$ cat src/rtl/mips_pkg.sv
// Shared constants and the IF/ID record for the MIPS pipeline stages.
package mips_pkg;

  localparam int          WORD_W   = 32;
  localparam logic [31:0] PC_STEP  = 32'd4;
  localparam logic [31:0] NOP_WORD = 32'h0000_0000;
  localparam logic [31:0] RESET_PC = 32'h0000_0000;

  typedef struct packed {
    logic [WORD_W-1:0] instr;
    logic [WORD_W-1:0] pc4;
    logic              valid;
  } if_id_t;

  // Instruction addresses are word aligned; the low two bits are dropped.
  function automatic logic [WORD_W-1:0] align_word(input logic [WORD_W-1:0] addr);
    return {addr[WORD_W-1:2], 2'b00};
  endfunction

endpackage

$ cat src/rtl/registro_if_id.sv
// IF/ID pipeline register: reset > flush > stall > load, with NOP injection on
// reset and flush so a squashed slot never reaches decode as a real instruction.
module registro_if_id #(
  parameter logic [31:0] NOP_WORD = mips_pkg::NOP_WORD
) (
  input  logic            clk,
  input  logic            reset,
  input  logic            stall,
  input  logic            flush,
  input  logic [31:0]     instr_i,
  input  logic [31:0]     pc4_i,
  output mips_pkg::if_id_t if_id_o
);
  import mips_pkg::*;

  if_id_t if_id_q;
  if_id_t if_id_d;

  // Flush beats stall: a wrong-path bubble must not be held in place.
  always_comb begin
    if_id_d = if_id_q;
    if (flush) begin
      if_id_d.instr = NOP_WORD;
      if_id_d.pc4   = pc4_i;
      if_id_d.valid = 1'b0;
    end else if (!stall) begin
      if_id_d.instr = instr_i;
      if_id_d.pc4   = pc4_i;
      if_id_d.valid = 1'b1;
    end
  end

  always_ff @(posedge clk) begin
    if (reset) begin
      if_id_q.instr <= NOP_WORD;
      if_id_q.pc4   <= 32'd0;
      if_id_q.valid <= 1'b0;
    end else begin
      if_id_q <= if_id_d;
    end
  end

  assign if_id_o = if_id_q;

endmodule

$ cat src/rtl/etapa_fetch.sv
// Instruction-fetch stage: owns the PC, drives the ROM address, and feeds the
// IF/ID register; also counts accepted instructions and flags misaligned targets.
module etapa_fetch #(
  parameter logic [31:0] RESET_PC = mips_pkg::RESET_PC,
  parameter logic [31:0] NOP_WORD = mips_pkg::NOP_WORD
) (
  input  logic        clk,
  input  logic        reset,
  input  logic        stall,
  input  logic        flush,
  input  logic        redirect_en,
  input  logic [31:0] redirect_pc,
  output logic [31:0] imem_addr,
  input  logic [31:0] imem_instr,
  output logic [31:0] if_id_instr,
  output logic [31:0] if_id_pc4,
  output logic        if_id_valid,
  output logic [31:0] fetch_count,
  output logic        misalign_err
);
  import mips_pkg::*;

  logic [31:0] pc_q, pc_d;
  logic [31:0] pc_plus4;
  logic [31:0] count_q, count_d;
  logic        misalign_q, misalign_d;
  logic        load_valid;
  if_id_t      if_id;

  assign pc_plus4   = pc_q + PC_STEP;
  assign load_valid = !flush && !stall;

  // Redirect outranks stall so a taken branch is never lost behind a bubble.
  always_comb begin
    pc_d = pc_plus4;
    if (redirect_en) begin
      pc_d = align_word(redirect_pc);
    end else if (stall) begin
      pc_d = pc_q;
    end
  end

  always_comb begin
    count_d    = load_valid ? count_q + 32'd1 : count_q;
    misalign_d = misalign_q | (redirect_en && (redirect_pc[1:0] != 2'b00));
  end

  always_ff @(posedge clk) begin
    if (reset) begin
      pc_q       <= RESET_PC;
      count_q    <= 32'd0;
      misalign_q <= 1'b0;
    end else begin
      pc_q       <= pc_d;
      count_q    <= count_d;
      misalign_q <= misalign_d;
    end
  end

  registro_if_id #(
    .NOP_WORD (NOP_WORD)
  ) u_if_id (
    .clk     (clk),
    .reset   (reset),
    .stall   (stall),
    .flush   (flush),
    .instr_i (imem_instr),
    .pc4_i   (pc_plus4),
    .if_id_o (if_id)
  );

  assign imem_addr    = pc_q;
  assign if_id_instr  = if_id.instr;
  assign if_id_pc4    = if_id.pc4;
  assign if_id_valid  = if_id.valid;
  assign fetch_count  = count_q;
  assign misalign_err = misalign_q;

endmodule
$ cat config.mk
export PLATFORM = sky130hd
export DESIGN_NAME = etapa_fetch
export DESIGN_NICKNAME = d
export VERILOG_FILES = /design/src/rtl/mips_pkg.sv /design/src/rtl/registro_if_id.sv /design/src/rtl/etapa_fetch.sv
export SDC_FILE = /design/constraint.sdc
export NUM_CORES = 1
export LEC_CHECK = 0
export CORE_MARGIN = 10
export CORE_UTILIZATION = 45
export DETAILED_ROUTE_END_ITERATION = 6
export MAX_ROUTING_LAYER = met4
export PLACE_DENSITY = 0.77
export SETUP_SLACK_MARGIN = 0.4
export SLEW_MARGIN = 5
export SYNTH_ARGS = -nofsm -noshare
export SYNTH_HDL_FRONTEND = slang
export SYNTH_HIERARCHICAL = 1
export SYNTH_SLANG_ARGS = --single-unit
$ cat constraint.sdc
create_clock -name clk -period 3.6 [get_ports clk]
set_input_delay 0.9 -clock clk [delete_from_list [all_inputs] [get_ports clk]]
set_output_delay 0.9 -clock clk [all_outputs]
set_load 0.03 [all_outputs]
=== After elaboration in Yosys (flattened, before gate mapping) ===
Index checks and enable logic that the tools add are counted.

* Logic and storage cells: 23
* Bits of input ports: 69
* Register bits: 130
* Output and inout bits: 130

* $add $sub $neg: 2
* Reduce and logical (&&, ||, !) cells: 7
* Bitwise gates (word level): 1
* Equal/unequal tests: 2
* Muxes and demuxes: 4

{| class="wikitable"
|+ Operators by type and width
! kind !! count
|-
| $mux W33 || 2
|-
| $mux W32 || 2
|-
| $add A32 B1 Y32 const B || 1
|-
| $add A32 B3 Y32 const B || 1
|-
| $ne A2 B1 Y1 const B || 2
|-
| $reduce_or A2 Y1 || 2
|-
| $logic_and A1 B1 Y1 || 2
|-
| $logic_not A1 Y1 || 2
|-
| $reduce_bool A2 Y1 || 1
|-
| $or A1 B1 Y1 || 1
|}

=== Depth between registers and ports, before layout ===
Gate-level depths: netlist (run 1).

* Word-level depth: 3
* Mapped depth: 9
* Mapped depth without buffers: 7

=== Hierarchy ===
Netlist (run 1), hierarchy kept.

{| class="wikitable"
|+ By module, submodules not included
! module !! area an instance (µm²) !! seq. area each (µm²) !! instances !! cells an instance
|-
| etapa_fetch || 3,910.0 || 1,261.2 || 1 || 501
|-
| registro_if_id || 2,681.3 || 1,301.2 || 1 || 253
|}

=== Worst setup path after synthesis (run 1) ===
No wires, ideal clock.

* Path kind: in2reg
* Start: in stall
* End: reg count_q[24] (netlist: fetch_count[24])
* Setup time: 0.121 ns
* Path slack: 1.194 ns
* Data required time: 3.479 ns
* Cell stages on the path: 4
* Buffers on the path: 0
* Arrival: 2.285 ns
* Cells stage by stage: nand4bb_1 > or4_1 > nor3_1 > mux2_2

* Word-level cells in the longest chain between the ends: 2

{| class="wikitable"
|+ RTL lines
! item !! RTL line !! source
|-
| start: declaration || etapa_fetch.sv:9 || <nowiki>input logic stall,</nowiki>
|-
| $logic_not A1 Y1 || n/a ||
|-
| $logic_and A1 B1 Y1 || etapa_fetch.sv:31 || <nowiki>assign load_valid = !flush && !stall;</nowiki>
|-
| end signal: assignment || etapa_fetch.sv:55 || <nowiki>count_q <= count_d;</nowiki>
|-
| end: declaration || etapa_fetch.sv:25 || <nowiki>logic [31:0] count_q, count_d;</nowiki>
|}

No other way between the ends.
A chain may end at the register's enable or synchronous reset.

=== Worst setup path after layout (run 1) ===
* Start: reg pc_q[2] (netlist: imem_addr[2])
* End: reg pc_q[18] (netlist: imem_addr[18])

* Word-level cells in the longest chain between the ends: 3

{| class="wikitable"
|+ RTL lines
! item !! RTL line !! source
|-
| start: declaration || etapa_fetch.sv:23 || <nowiki>logic [31:0] pc_q, pc_d;</nowiki>
|-
| start signal: assignment || etapa_fetch.sv:54 || <nowiki>pc_q <= pc_d;</nowiki>
|-
| $add A32 B3 Y32 || etapa_fetch.sv:30 || <nowiki>assign pc_plus4 = pc_q + PC_STEP;</nowiki>
|-
| $mux W32 || etapa_fetch.sv:38 || <nowiki>end else if (stall) begin</nowiki>
|-
| $mux W32 || etapa_fetch.sv:36 || <nowiki>if (redirect_en) begin</nowiki>
|}

No other way between the ends. The select of a mux whose other input is x is not followed.

==> flow_metrics.env, run 1 <==
export IMPL_outcome="finished clean"
export IMPL_clock_path_buffers=2
export IMPL_clk_pin_slew_ns=0.06
export IMPL_cts_setup_buffers=0
export IMPL_drcViolationCount=0
export IMPL_p_leak_nw=3.19
export IMPL_required_ns=3.88
export IMPL_vias=6333
export IMPL_ios=199
export IMPL_via_per_inst=5.67
export IMPL_worst_pin_slew_ns=1.03
export IMPL_reg2reg_depth=5
export IMPL_ys_ff_latch=128
export IMPL_grt_ovfl_total=0
export IMPL_fp_dieH_um=141
export IMPL_cts_resized=0
export IMPL_top_layer_used="met4"
export IMPL_max_stage_delay_ns=0.73
export IMPL_rows=44
export IMPL_cpMaxStageDelayCell="nor4_1"
export IMPL_fin_tns_setup_ns=0
export IMPL_end_kind="register"
export IMPL_cp_endpoint="imem_addr[18]"
export IMPL_post_place_cells=1084
export IMPL_drt_iter0_markers=475
export IMPL_syn_area_per_cell_um2=8.74
export IMPL_worst_path_max_fanout=6
export IMPL_worst_path_stages=5
export IMPL_cts_buffers=17
export IMPL_diodes=0
export IMPL_ys_types=57
export IMPL_drive_gt1_share_pct=6.33
export IMPL_die_x_um=141
export IMPL_start_util_pct=45.7
export IMPL_grt_pass1_vias=5868
export IMPL_dr_wl_met2_um=9240
export IMPL_cts_root_buf="clkbuf_16"
export IMPL_io_buffers=196
export IMPL_slew_headroom_pct=30.5
export IMPL_timing_rr_end="imem_addr[18]"
export IMPL_maxCapViolCount=0
export IMPL_synth_edf_count=0
export IMPL_numClockSinks=128
export IMPL_antenna_found_initial=0
export IMPL_crit_arrival_ns=2.98
export IMPL_hold_ws_ns=0.448
export IMPL_dieArea_um2=19900
export IMPL_cts_htree_levels=4
export IMPL_final_max_slew_viol_count=0
export IMPL_period_share_pct=75.1
export IMPL_core_um2=14400
export IMPL_cp_buffers_inverters=0
export IMPL_r2r_slack_ns=0.90
export IMPL_timing_fmax_ghz=0.370
export IMPL_ys_flop_type="dfxtp_1"
export IMPL_tritoncts="done"
export IMPL_final_hold_viol_count=0
export IMPL_synthArstFlopShare_pct=0
export IMPL_postRouteAntennaNets=0
export IMPL_r2r_start="imem_addr[2]"
export IMPL_routed_wl_um=20600
export IMPL_place_hpwl_um=14800
export IMPL_cts_hold_buf=0
export IMPL_ys_seq_area_share_pct=38.9
export IMPL_worstSetupPathType="register to register"
export IMPL_yosys_warnings=6
export IMPL_place_gp_congestion=0.899
export IMPL_clock_skew_ns=0.0107
export IMPL_dr_pass1_iters=5
export IMPL_start_kind="register"
export IMPL_grt_max_degree=106
export IMPL_clock_latency_ns=0.42
export IMPL_min_path_type="register to register"
export IMPL_finalPower_w=0.00402
export IMPL_area_delta_synth_final_pct=39.5
export IMPL_met3_length_um=1870
export IMPL_synthCells=754
export IMPL_syn_area_um2=6590
export IMPL_worstPathCellList="ha_1 > nand3_1 > nor4_1 > mux2_2 > a2111oi_0"
export IMPL_worst_path_dominant_cell_family="simple AND/OR/NAND/NOR gates"
export IMPL_setup_viol=0
export IMPL_cp_startpoint="imem_addr[2]"
export IMPL_ir_worst_vdd_mv=0.310
export IMPL_min_period_ns=2.70
export IMPL_rsz0062_at_grt="false"
export IMPL_fin_cells=1116
export IMPL_nFillCells=1234
export IMPL_wire_per_inst_um=18.5
export IMPL_fin_nets=990
export IMPL_met1_length_um=9170
export IMPL_grt_total_usage_pct=20.5
export IMPL_p_per_area_nw_per_um2=437
export IMPL_grt_pass1_wl_um=32600
## layer usage
metal,up-vias,track usage [%]
met5,-,-
met4,0,6.36
met3,31,6.82
met2,304,29.7
met1,2943,26.5
li1,3055,-
## cell families after synthesis
| kind of cell | Yosys count | share of synthesized area (%) |
|---|---|---|
| other | 1 | 0.0569 |
| multiplexers | 40 | 6.19 |
| flip-flops | 128 | 38.9 |
| AO/OA/AOI/OAI | 119 | 11.2 |
| XOR/XNOR | 49 | 6.51 |
| buffers and inverters | 74 | 6.02 |
| adder cells (fa/ha/maj) | 2 | 0.380 |
| AND/OR/NAND/NOR | 341 | 30.8 |
## placed cells by master, fill, tap and decap left out, drive strengths merged, types with 21 or more instances in the layout
cell           instances
a21oi                 28
clkdlybuf4s50        194
dfxtp                128
mux2i                 34
nand2                 39
nand2b                35
nand3                 22
nand4                 24
nand4bb               33
nor2                  87
o21ai                 46
or4                   21
xnor2                 27
xor2                  22
## how the worst min path moves through the flow
stage | start | to | slack, ns | cells past startpoint
5_1_grt | u_if_id/if_id_o[0] | u_if_id/if_id_o[0] | 0.48 | 2
4_1_cts | u_if_id/if_id_o[0] | u_if_id/if_id_o[0] | 0.45 | 2
2_1_floorplan | misalign_err | misalign_err | 0.57 | 2
6_report | u_if_id/if_id_o[0] | u_if_id/if_id_o[0] | 0.45 | 2
3_5_place_dp | u_if_id/if_id_o[0] | u_if_id/if_id_o[0] | 0.44 | 2
3_3_place_gp | u_if_id/if_id_o[0] | u_if_id/if_id_o[0] | 0.44 | 2
## state kept, by name (all words and copies together), names as in the netlist
register / flops
misalign_err: 1
fetch_count: 32
imem_addr: 30
u_if_id/if_id_o: 65
## synthesized netlist by cell type (17+ instances only)
library cell / n / share of area, %
dfxtp_1: 128 / 39
nor2_1: 86 / 4.9
nand2_1: 39 / 2.2
clkbuf_1: 37 / 2.1
nand2b_1: 35 / 3.3
mux2i_1: 34 / 5.2
nand4bb_1: 33 / 5.6
o21ai_1: 30 / 2.3
a21oi_1: 28 / 2.1
xnor2_1: 27 / 3.6
nand4_1: 23 / 2.2
xor2_1: 22 / 2.9
nand3_1: 21 / 1.6
or4_1: 21 / 2.4
nor3_1: 17 / 1.3
or3_1: 17 / 1.6
## worst register-to-register path, delay by kind of cell, from the launching register on
kind / cells / cell delay, ns
simple gates: 2 / 1.00
compound gates: 1 / 0.40
fa+ha+maj: 1 / 0.31
mux: 1 / 0.41
flops: 1 / 0.46
## stage by stage
stage          setup slack, ns  area [um2]  utilization [%]
2_1_floorplan             1.19        6600                -
3_3_place_gp             0.640        8520             59.1
3_5_place_dp             0.611        8520             59.1
4_1_cts                  0.929        9190             63.7
5_1_grt                  0.796        9190             63.7
6_report                 0.897        9190             63.7
## cell type report
type	count	area, um2	share of cell area (%)
Tap cell	184	230	2.50
Clock buffer	20	467	5.08
Inverter	11	41.3	0.449
Clock inverter	12	205	2.23
Timing Repair Buffer	206	2040	22.2
Sequential cell	128	2560	27.9
Multi-Input combinational cell	555	3640	39.6
## where the power goes
group,internal (W),switching (W)
sequential,0.00147,0.0000699
combinational,0.000250,0.000288
clock,0.00129,0.000646
Note: power is estimated with default switching activity, not from simulation.
==> inputs of run 2 (changes only) <==
Settings changed: CORE_UTILIZATION 45 to 43.
Clock period 3.6 ns to 2.4 ns, I/O delays scaled along.
==> run 2 against run 1 <==
Non-clock buffer count increased by 45. Count of clock-buffer cells in the layout increased by 2. Sequential cell count unchanged. Register-to-register slack got worse by 0.45 ns. Power increased by 42%. Clock power increased by 35%. Setup slack got worse by 0.46 ns. Clock skew about the same. Global-route usage increased by 0.31 points. Hold slack got worse by 0.0015 ns. Wire length increased by 7.2%. Largest power group unchanged.
==> flow_metrics.env, run 2 (synthesis gave the netlist of run 1 again) <==
export IMPL_outcome="finished clean"
export IMPL_cts_root_buf="clkbuf_16"
export IMPL_drcViolationCount=0
export IMPL_place_ws_ns=-0.131
export IMPL_grt_pass1_vias=6046
export IMPL_place_gp_congestion=0.900
export IMPL_cp_buffers_inverters=2
export IMPL_area_delta_synth_final_pct=45.7
export IMPL_clock_skew_ns=0.0110
export IMPL_crit_arrival_ns=1.36
export IMPL_via_per_inst=5.63
export IMPL_cts_buffers=17
export IMPL_final_area_um2=9600
export IMPL_timing_fmax_ghz=0.510
export IMPL_place_hpwl_um=15500
export IMPL_drive_gt1_share_pct=16.9
export IMPL_reg2reg_depth=5
export IMPL_wire_per_inst_um=19.0
export IMPL_worst_path_max_fanout=9
export IMPL_p_leak_nw=3.98
export IMPL_fp_dieH_um=144
export IMPL_start_kind="register"
export IMPL_r2r_slack_ns=0.45
export IMPL_worst_path_stages=2
export IMPL_start_util_pct=43.7
export IMPL_postRouteAntennaNets=0
export IMPL_rows=45
export IMPL_dpl_cell_area_um2=8850
export IMPL_clock_path_buffers=2
export IMPL_slew_headroom_pct=65.8
export IMPL_worstSetupPathType="register to primary output"
export IMPL_io_buffers=196
export IMPL_drt_iter0_markers=581
export IMPL_grt_ovfl_total=0
export IMPL_finalPower_w=0.00572
export IMPL_worst_slack_ns=0.438
export IMPL_clock_latency_ns=0.43
export IMPL_required_ns=1.80
export IMPL_p_per_area_nw_per_um2=595
export IMPL_cpMaxStageDelayCell="dlygate4sd2_1"
export IMPL_vias=6569
export IMPL_final_cell_mix="127 x dlygate4sd2_1, 92 x dfxtp_1, 85 x nor2_1, 65 x clkdlybuf4s50_1, 50 x buf_4"
export IMPL_min_period_ns=1.96
export IMPL_maxCapViolCount=0
export IMPL_die_x_um=144
export IMPL_timing_rr_end="fetch_count[26]"
export IMPL_setup_viol=0
export IMPL_final_hold_viol_count=0
export IMPL_grt_max_degree=90
export IMPL_rsz0062_at_grt="true"
export IMPL_worstPathCellList="buf_4 > dlygate4sd2_1"
export IMPL_cts_htree_levels=4
export IMPL_mostFrequentLayoutCell="dlygate4sd2_1"
export IMPL_min_path_type="register to register"
export IMPL_final_max_slew_viol_count=0
export IMPL_grt_total_usage_pct=20.8
export IMPL_cts_hold_buf=0
export IMPL_period_share_pct=81.7
export IMPL_numClockSinks=128
export IMPL_cp_startpoint="imem_addr[19]"
export IMPL_max_stage_delay_ns=0.43
export IMPL_cp_endpoint="imem_addr[19]"
export IMPL_dr_pass1_iters=5
export IMPL_hold_ws_ns=0.447
export IMPL_antenna_found_initial=2
export IMPL_grt_pass1_wl_um=33500
export IMPL_worst_pin_slew_ns=0.512
export IMPL_r2r_start="fetch_count[6]"
export IMPL_dieArea_um2=20700
export IMPL_core_um2=15100
export IMPL_end_kind="primary output"
export IMPL_largest_reg_flops=65
export IMPL_tritoncts="done"
export IMPL_routed_wl_um=22100
export IMPL_ios=199
export IMPL_fin_tns_setup_ns=0
export IMPL_fin_nets=1035
export IMPL_worst_path_dominant_cell_family="buffers and inverters"
export IMPL_clk_pin_slew_ns=0.06
export IMPL_ir_worst_vdd_mv=0.471
## run 2: where the power goes
part	leakage, nW	switching [W]	internal (W)	total, W
registers	1.07	0.000105	0.00220	0.00231
clock network	0.301	0.00100	0.00161	0.00261
logic	2.61	0.000452	0.000344	0.000796
total	3.98	0.00156	0.00416	0.00572
## run 2: worst min path at each step
stage	startpoint	to	slack [ns]	cells after the start
after global placement	u_if_id/if_id_o[0]	u_if_id/if_id_o[0]	0.44	2
after floorplan	fetch_count[6]	fetch_count[6]	0.54	2
final	u_if_id/if_id_o[0]	u_if_id/if_id_o[0]	0.45	2
after CTS	u_if_id/if_id_o[0]	u_if_id/if_id_o[0]	0.45	2
after detailed placement	u_if_id/if_id_o[0]	u_if_id/if_id_o[0]	0.44	2
after global routing	u_if_id/if_id_o[0]	u_if_id/if_id_o[0]	0.47	2
## run 2: worst reg2reg max path, cell delays in order, from the launching register on
cell and delay (ns):
dfxtp_4 0.37, nand4_1 0.18, or4_4 0.61, clkbuf_2 0.17, nor3_2 0.17, mux2_2 0.34
## run 2: timing repair
| action | CTS | global route |
|---|---|---|
| setup buffers | 9 | 14 |
| resized for setup | 140 | 24 |
| pin swaps | 4 | 10 |
| endpoints found under the setup margin | 153 | 31 |
## run 2: cell type report
class,instances,area (um2)
diodes,1,2.50
clock buffers,22,507
clock inverters,10,97.6
fillers,1315,5490
inverters,11,41.3
multi-input cells,555,3800
flip-flops and latches,128,2660
well taps,188,235
repair buffers,251,2260
## run 2: metrics by stage
step,utilization [%],instances
global route,63.6,1166
global placement,58.7,1110
CTS,62.3,1151
detailed placement,58.7,1110
finish,63.6,1166
floorplan,-,757
## run 2: metal layers
metal	wire (um)	GRT usage, %	share of wire, %
met1	9670	26.8	44
met2	9860	30.8	45
met3	2230	6.47	10
met4	359	6.29	1.6
met5	0	-	0
==> inputs of run 3 (changes only) <==
Settings changed: CORE_UTILIZATION 43 to 45.
Clock period 2.4 ns to 2 ns, I/O delays scaled along.
==> run 3 against run 2 <==
The run now ends with design-rule violations, negative setup slack left. Wire length up 32%. Global-route usage up 3.2 points. Clock skew increased by 0.0020 ns. Final area is 16% higher. Highest routed layer unchanged. Register-to-register slack worse by 0.65 ns.
==> flow_metrics.env, run 3 (synthesis gave the netlist of run 1 again) <==
export IMPL_start_kind="register"
export IMPL_place_hpwl_um=16400
export IMPL_place_gp_congestion=0.937
export IMPL_diodes=0
export IMPL_final_cell_mix="124 x buf_4, 78 x nor2_1, 74 x dfxtp_1, 65 x clkdlybuf4s50_1, 60 x buf_6"
export IMPL_grt_total_usage_pct=24.1
export IMPL_drive_gt1_share_pct=44.9
export IMPL_violations="design-rule violations, negative setup slack"
export IMPL_cts_htree_levels=4
export IMPL_period_share_pct=110
export IMPL_io_buffers=196
export IMPL_drcViolationCount=10
export IMPL_cpMaxStageDelayCell="or4_1"
export IMPL_min_path_type="register to register"
export IMPL_start_util_pct=45.7
export IMPL_wire_per_inst_um=23.1
export IMPL_fin_nets=1137
export IMPL_dr_pass1_iters=7
export IMPL_worst_path_max_fanout=6
export IMPL_core_um2=14400
export IMPL_ir_worst_vdd_mv=0.606
export IMPL_ios=199
export IMPL_max_stage_delay_ns=0.54
export IMPL_outcome="complete, but fails checks"
export IMPL_clock_path_buffers=2
export IMPL_tritoncts="done"
export IMPL_use_met3_pct=6.18
export IMPL_fp_dieH_um=141
export IMPL_grt_pass1_vias=6854
export IMPL_cts_buffers=17
export IMPL_crit_arrival_ns=2.48
export IMPL_clock_latency_ns=0.43
export IMPL_use_met1_pct=30.2
export IMPL_final_hold_viol_count=0
export IMPL_via_per_inst=6.09
export IMPL_mostFrequentLayoutCell="buf_4"
export IMPL_rsz0062_at_grt="true"
export IMPL_top_usage_layer="met2"
export IMPL_dieArea_um2=19900
export IMPL_clk_pin_slew_ns=0.06
export IMPL_grt_max_degree=69
export IMPL_grt_pass1_wl_um=37900
export IMPL_largest_reg_flops=65
export IMPL_area_delta_synth_final_pct=69.3
export IMPL_worst_path_dominant_cell_family="simple AND/OR/NAND/NOR gates"
export IMPL_end_kind="register"
export IMPL_required_ns=2.28
export IMPL_antenna_found_initial=0
export IMPL_die_x_um=141
export IMPL_cts_hold_buf=0
export IMPL_finalPower_w=0.00709
export IMPL_routed_wl_um=29200
export IMPL_vias=7690
export IMPL_numClockSinks=128
export IMPL_postRouteAntennaNets=0
export IMPL_p_leak_nw=4.51
export IMPL_worst_slack_ns=-0.196
export IMPL_grtUsageMet2_pct=36.9
export IMPL_place_ws_ns=-0.414
export IMPL_hold_ws_ns=0.447
export IMPL_cts_root_buf="clkbuf_16"
export IMPL_timing_fmax_ghz=0.455
export IMPL_grt_ovfl_total=0
export IMPL_maxCapViolCount=0
export IMPL_drt_iter0_markers=778
export IMPL_setup_viol=5
export IMPL_p_per_area_nw_per_um2=635
export IMPL_rows=44
export IMPL_min_period_ns=2.20
export IMPL_worstPathCellList="nand3_4 > buf_4 > or4_1 > or3_1 > a311oi_2"
export IMPL_final_max_slew_viol_count=0
export IMPL_worstSetupPathType="register to register"
export IMPL_cp_buffers_inverters=1
export IMPL_clock_skew_ns=0.0131
[run 3: cell types whose count changed in the layout (fill, tap and decap cells not counted), sizes merged, moves of 2 or more]
cell,before,now
inv,13,15
dlygate4sd2,127,0
buf,56,233
clkdlybuf4s18,0,3
or4,21,23
clkdlybuf4s15,2,46
[run 3: worst paths after layout]
check        cells after the start          from       endpoint  slack, ns
max                              5  imem_addr[8]  imem_addr[13]      -0.20
min                              2  misalign_err   misalign_err       0.45
max reg2reg                      5  imem_addr[8]  imem_addr[13]      -0.20
min reg2reg                      2  misalign_err   misalign_err       0.45
[run 3: tightest hold or removal path, cell delays in order (launching register included)]
cell,delay (ns)
dfxtp_1,0.31
inv_1,0.05
a21oi_1,0.05
[run 3: cell type report]
type / instances / area, um2
clock buffer: 20 / 478
clock inverter: 12 / 104
fill: 892 / 3260
inverter: 11 / 41.3
multi-input combinational: 557 / 4390
sequential: 128 / 2720
tap: 184 / 230
timing repair buffer: 351 / 3210
[run 3: report_power, final]
part | switching (W) | internal, W
Combinational | 0.000690 | 0.000578
Clock | 0.00124 | 0.00185
Sequential | 0.000104 | 0.00263
Total | 0.00203 | 0.00506
[run 3: metrics by stage]
| stage | std cells | setup TNS [ns] | instance area (um2) | util, % |
|---|---|---|---|---|
| 6_report | 1263 | -0.303 | 11200 | 77.4 |
| 2_1_floorplan | 757 | 0 | 7050 | - |
| 3_3_place_gp | 1143 | -5.52 | 9340 | 64.7 |
| 4_1_cts | 1231 | 0 | 10500 | 72.6 |
| 5_1_grt | 1263 | -0.606 | 11200 | 77.4 |
| 3_5_place_dp | 1143 | -6.75 | 9340 | 64.7 |
[run 3: what timing repair did]
action	4_1_cts	5_1_grt
pin swaps	37	49
buffers inserted	54	31
endpoints found under the setup margin	195	121
gates resized for setup	605	184
gates cloned	2	1
[run 3: layer usage]
metal / wire length (um) / part of all wire [%]
met1: 11600 / 40
met2: 13400 / 46
met3: 3050 / 10
met4: 1170 / 4.0
met5: 0 / 0
